File: src/rtl/result_buffer_pkg.sv
// result_buffer_pkg: frame depth and controller state encodings shared by the result buffer.
package result_buffer_pkg;
    localparam int DEPTH_C = 4;
    localparam int PTR_W = 2;
    localparam int CNT_W = 3;
    typedef enum logic [1:0] {
        FILL  = 2'b00,
        READY = 2'b01,
        DRAIN = 2'b10
    } state_e;
endpackage

File: src/rtl/result_buffer_buffer_mem.sv
// buffer_mem: 4-entry register file with one write port and one registered read port.
module buffer_mem
    import result_buffer_pkg::*;
#(
    parameter int DATA_W = 8
) (
    input  logic              clk,
    input  logic              rst,
    input  logic              we,
    input  logic [PTR_W-1:0]  waddr,
    input  logic [DATA_W-1:0] wdata,
    input  logic              re,
    input  logic [PTR_W-1:0]  raddr,
    output logic [DATA_W-1:0] rdata
);
    logic [DATA_W-1:0] mem_q [DEPTH_C];
    logic [DATA_W-1:0] rdata_q;
    logic [DATA_W-1:0] rdata_d;

    always_comb rdata_d = re ? mem_q[raddr] : rdata_q;

    // storage is deliberately left out of reset; only the output word is cleared
    always_ff @(posedge clk) begin
        if (we) mem_q[waddr] <= wdata;
    end

    always_ff @(posedge clk) begin
        if (rst) rdata_q <= '0;
        else rdata_q <= rdata_d;
    end

    assign rdata = rdata_q;
endmodule

File: src/rtl/result_buffer.sv
// result_buffer: collects a 4-word frame, then drains it in FIFO order to the consumer.
module result_buffer
    import result_buffer_pkg::*;
#(
    parameter int DATA_W = 8,
    parameter int DEPTH  = 4
) (
    input  logic              clk,
    input  logic              rst,
    input  logic              wr_req,
    input  logic [DATA_W-1:0] wr_data,
    output logic              wr_ack,
    input  logic              rd_req,
    output logic [DATA_W-1:0] rd_data,
    output logic              rd_valid,
    output logic              frame_rdy,
    output logic              frame_done,
    output logic [2:0]        count,
    output logic              ovf
);
    state_e             state_q, state_d;
    logic [PTR_W-1:0]   wp_q, wp_d, rp_q, rp_d;
    logic [CNT_W-1:0]   count_q, count_d;
    logic               rd_valid_q, rd_valid_d;
    logic               frame_done_q, frame_done_d;
    logic               ovf_q, ovf_d;
    logic               rd_acc;
    logic               last_rd;

    assign wr_ack  = wr_req && (state_q == FILL);
    assign rd_acc  = rd_req && (state_q == READY || state_q == DRAIN);
    assign last_rd = rd_acc && (count_q == CNT_W'(1));

    always_comb begin
        state_d      = state_q;
        wp_d         = wr_ack ? wp_q + PTR_W'(1) : wp_q;
        rp_d         = rd_acc ? rp_q + PTR_W'(1) : rp_q;
        count_d      = wr_ack ? count_q + CNT_W'(1) : rd_acc ? count_q - CNT_W'(1) : count_q;
        rd_valid_d   = rd_acc;
        frame_done_d = last_rd;
        ovf_d        = ovf_q || (wr_req && state_q != FILL);
        if (wr_ack && count_q == CNT_W'(DEPTH_C - 1)) state_d = READY;
        if (rd_acc && state_q == READY) state_d = DRAIN;
        if (last_rd) begin
            state_d = FILL;
            wp_d    = '0;
            rp_d    = '0;
        end
    end

    always_ff @(posedge clk) begin
        if (rst) begin
            state_q      <= FILL;
            wp_q         <= '0;
            rp_q         <= '0;
            count_q      <= '0;
            rd_valid_q   <= 1'b0;
            frame_done_q <= 1'b0;
            ovf_q        <= 1'b0;
        end else begin
            state_q      <= state_d;
            wp_q         <= wp_d;
            rp_q         <= rp_d;
            count_q      <= count_d;
            rd_valid_q   <= rd_valid_d;
            frame_done_q <= frame_done_d;
            ovf_q        <= ovf_d;
        end
    end

    buffer_mem #(.DATA_W(DATA_W)) u_mem (
        .clk   (clk),
        .rst   (rst),
        .we    (wr_ack),
        .waddr (wp_q),
        .wdata (wr_data),
        .re    (rd_acc),
        .raddr (rp_q),
        .rdata (rd_data)
    );

    assign rd_valid   = rd_valid_q;
    assign frame_rdy  = (state_q == READY);
    assign frame_done = frame_done_q;
    assign count      = count_q;
    assign ovf        = ovf_q;
endmodule

File: config.mk
export PLATFORM = sky130hd
export DESIGN_NAME = result_buffer
export DESIGN_NICKNAME = d
export VERILOG_FILES = /design/src/rtl/result_buffer_pkg.sv /design/src/rtl/result_buffer_buffer_mem.sv /design/src/rtl/result_buffer.sv
export SDC_FILE = /design/constraint.sdc
export NUM_CORES = 1
export LEC_CHECK = 0
export CAP_MARGIN = 30
export CORE_MARGIN = 1
export CORE_UTILIZATION = 40
export CTS_CLUSTER_DIAMETER = 100
export DETAILED_ROUTE_END_ITERATION = 8
export PLACE_DENSITY = 0.72
export SETUP_SLACK_MARGIN = 0.1
export SLEW_MARGIN = 20
export SYNTH_ARGS = -nofsm -noshare
export SYNTH_HDL_FRONTEND = slang
export SYNTH_SLANG_ARGS = --single-unit
export TNS_END_PERCENT = 100
File: constraint.sdc
create_clock -name clk -period 1.4 [get_ports clk]
set_clock_uncertainty 0.05 [all_clocks]
set_input_delay 0.21 -clock clk [delete_from_list [all_inputs] [get_ports clk]]
set_output_delay 0.21 -clock clk [all_outputs]
set_load 0.1 [all_outputs]
==> results.sh <==
export IMPL_antenna_cells=0
export IMPL_core_region_area_um2=4848
export IMPL_yosysTopAreaCell="edfxtp_1"
export IMPL_num_vias=1323
export IMPL_io_buffer_count=27
export IMPL_synth_area_um2=2069
export IMPL_post_route_util_pct=64.75
export IMPL_yosysWarningCount=0
export IMPL_setup_violations=4
export IMPL_synth_cell_types=28
export IMPL_crit_fanout=2
export IMPL_syn_avg_cell_area_um2=14.08
export IMPL_finalWeightedCongestion=0.8053
export IMPL_final_net_count=218
export IMPL_p_sw_share_pct=25.64
export IMPL_grt_pass1_vias=1389
export IMPL_synth_area_leaders="edfxtp_1, dfxtp_1, mux4_2"
export IMPL_slew_headroom_pct=73.98
export IMPL_clkTransAtPathRegs_ns=0.10
export IMPL_dp_slack_ns=-0.2262
export IMPL_finalWirelength_um=4140
export IMPL_rsz0062_at_grt="yes"
export IMPL_route_detailed_vias_per_inst=5.011
export IMPL_ant_nets=0
export IMPL_synth_edff_count=32
export IMPL_overflow=0
export IMPL_layout_commonest_cell="edfxtp_1"
export IMPL_mostFrequentLayoutCells="edfxtp_1, buf_12, dfxtp_1, buf_4, a21oi_2"
export IMPL_startpoint_type="flop"
export IMPL_grt_max_degree=19
export IMPL_yosysTopAreaCellShare_pct=46.43
export IMPL_drc=0
export IMPL_drt_first_pass_iters=4
export IMPL_maxCapViolCount=0
export IMPL_cts_root_buf="clkbuf_8"
export IMPL_yosysSeqAreaShare_pct=65.78
export IMPL_async_flop_share_pct=0
export IMPL_initial_core_util_pct=42.68
export IMPL_grt_pass1_wl_um=6858
export IMPL_antenna_found_initial=0
export IMPL_areaGrowthSynthToFinish_pct=51.69
export IMPL_htree_levels=2
export IMPL_p_seq_share_pct=57.7
export IMPL_clock_sinks=52
export IMPL_cts_buffers=5
export IMPL_max_freq_ghz=0.6930
export IMPL_power_switching_uw=763.6
export IMPL_cp_data_arrival_time_ns=1.18
export IMPL_path_class="reg2out"
export IMPL_power_density_nw_per_um2=948.5
export IMPL_power_leakage_uw=0.001081
export IMPL_slew_violations=0
export IMPL_failed_checks="setup timing"
export IMPL_synth_top_flop_cell="edfxtp_1"
export IMPL_globalRouteTotalUtil_pct=17.37
export IMPL_setup_ws_ns=-0.04301
export IMPL_worst_slew_pin_slew_ns=0.3897
export IMPL_clkLatencyLatePin_ns=0.30
export IMPL_rrSetupSlack_ns=-0.03
export IMPL_io_pins=28
export IMPL_die_area_um2=5466
export IMPL_synthCells=147
export IMPL_ir_drop_uv=892.8
export IMPL_hp_class="reg2reg"
export IMPL_period_needed_ns=1.443
export IMPL_rows=25
export IMPL_status="complete, but fails checks"
export IMPL_finalSetupTns_ns=-0.09960
export IMPL_p_comb_share_pct=12.7
export IMPL_dieWidth_um=73.93
export IMPL_die_y_um=73.93
export IMPL_finalHoldViolations=0
export IMPL_drt_iter0_markers=68
export IMPL_share_clk_of_total_power_pct=29.6
export IMPL_cp_end_kind="output pin"
export IMPL_ys_ff_latch=52
export IMPL_fin_crit_sh_pct=103.1
export IMPL_required_ns=1.14
export IMPL_cts_buffer_depth=2
export IMPL_hold_slack_ns=0.4602
export IMPL_synth_nets=169
export IMPL_drive_above_1_share_pct=51.78
export IMPL_post_drt_wl_per_cell_um=15.68
export IMPL_cts_tree="built"
export IMPL_internal_power_uw=2214
export IMPL_place_hpwl_um=2885
==> area by class of cell <==
class	count	area (um2)
fill	322	1709
sequential	52	1379
multi-input combinational	80	849.6
timing repair buffer	48	684.4
tap	67	83.83
clock buffer	5	68.82
inverter	9	48.80
clock inverter	3	25.02
==> path summary, 6_finish.rpt <==
path / start / end / cells past startpoint
setup / recovery: state_q[1] / wr_ack / 5
setup reg to reg: state_q[0] / count[1] / 5
hold / removal: u_mem.rdata[6] / u_mem.rdata[6] / 2
hold reg to reg: u_mem.rdata[6] / u_mem.rdata[6] / 2
==> Yosys cell counts, types with 2 or more instances <==
library cell	n
mux4_2	8
clkbuf_1	2
nand2_1	13
xor2_1	2
ha_1	10
a21oi_1	13
inv_1	8
nand3_1	13
dfxtp_1	20
buf_2	3
and3_2	3
edfxtp_1	32
nor2_1	5
==> critical path: stages, from the launching register on <==
cell,delay (ns)
dfxtp_2,0.33
inv_2,0.07
ha_4,0.17
nand2_8,0.07
inv_12,0.08
buf_16,0.16
==> repair_timing <==
action | CTS | global route
endpoints found under the setup margin | 18 | 52
setup buffers | 5 | 4
cloned | 1 | 1
pin swaps | 8 | 14
hold buffers | 0 | 0
resized for setup | 22 | 25
==> power groups by stage <==
| stage | clock (uW) | combinational, uW | sequential, uW |
|---|---|---|---|
| after global routing | 965 | 403 | 1720 |
| after global placement | 0 | 320 | 1750 |
| after CTS | 903 | 358 | 1720 |
| after floorplan | 0 | 138 | 1800 |
| after detailed placement | 0 | 329 | 1750 |
| final | 883 | 377 | 1720 |
==> through the flow <==
stage / area, um2 / total power (uW) / std cells
after floorplan: 2157 / 1936 / 147
after global placement: 2731 / 2071 / 246
after detailed placement: 2731 / 2083 / 246
after CTS: 2973 / 2979 / 260
after global routing: 3139 / 3092 / 264
final: 3139 / 2978 / 264
==> registers in the layout, indices dropped and copies added (netlist names) <==
signal       flops
wp_q             2
rp_q             2
frame_done       1
count            3
u_mem.rdata      8
u_mem.mem_q     32
state_q          2
ovf              1
rd_valid         1
==> cell families after synthesis <==
logic type | share of synthesized area, %
AND/OR/NAND/NOR | 9.553
XOR/XNOR | 1.270
adder cells (fa/ha/maj) | 6.046
buffers and inverters | 3.265
AO/OA/AOI/OAI | 5.382
multiplexers | 8.706
flip-flops | 65.78
==> layer usage <==
| layer | share of wire (%) | up-vias | global-route usage [%] |
|---|---|---|---|
| met3 | 3.6 | 7 | 5.149 |
| met2 | 50 | 37 | 27.98 |
| li1 | - | 632 | - |
| met1 | 46 | 647 | 22.72 |
| met4 | 1.0 | 0 | 5.556 |
| met5 | 0 | - | 0 |
Power figures use the tool's default switching activity.
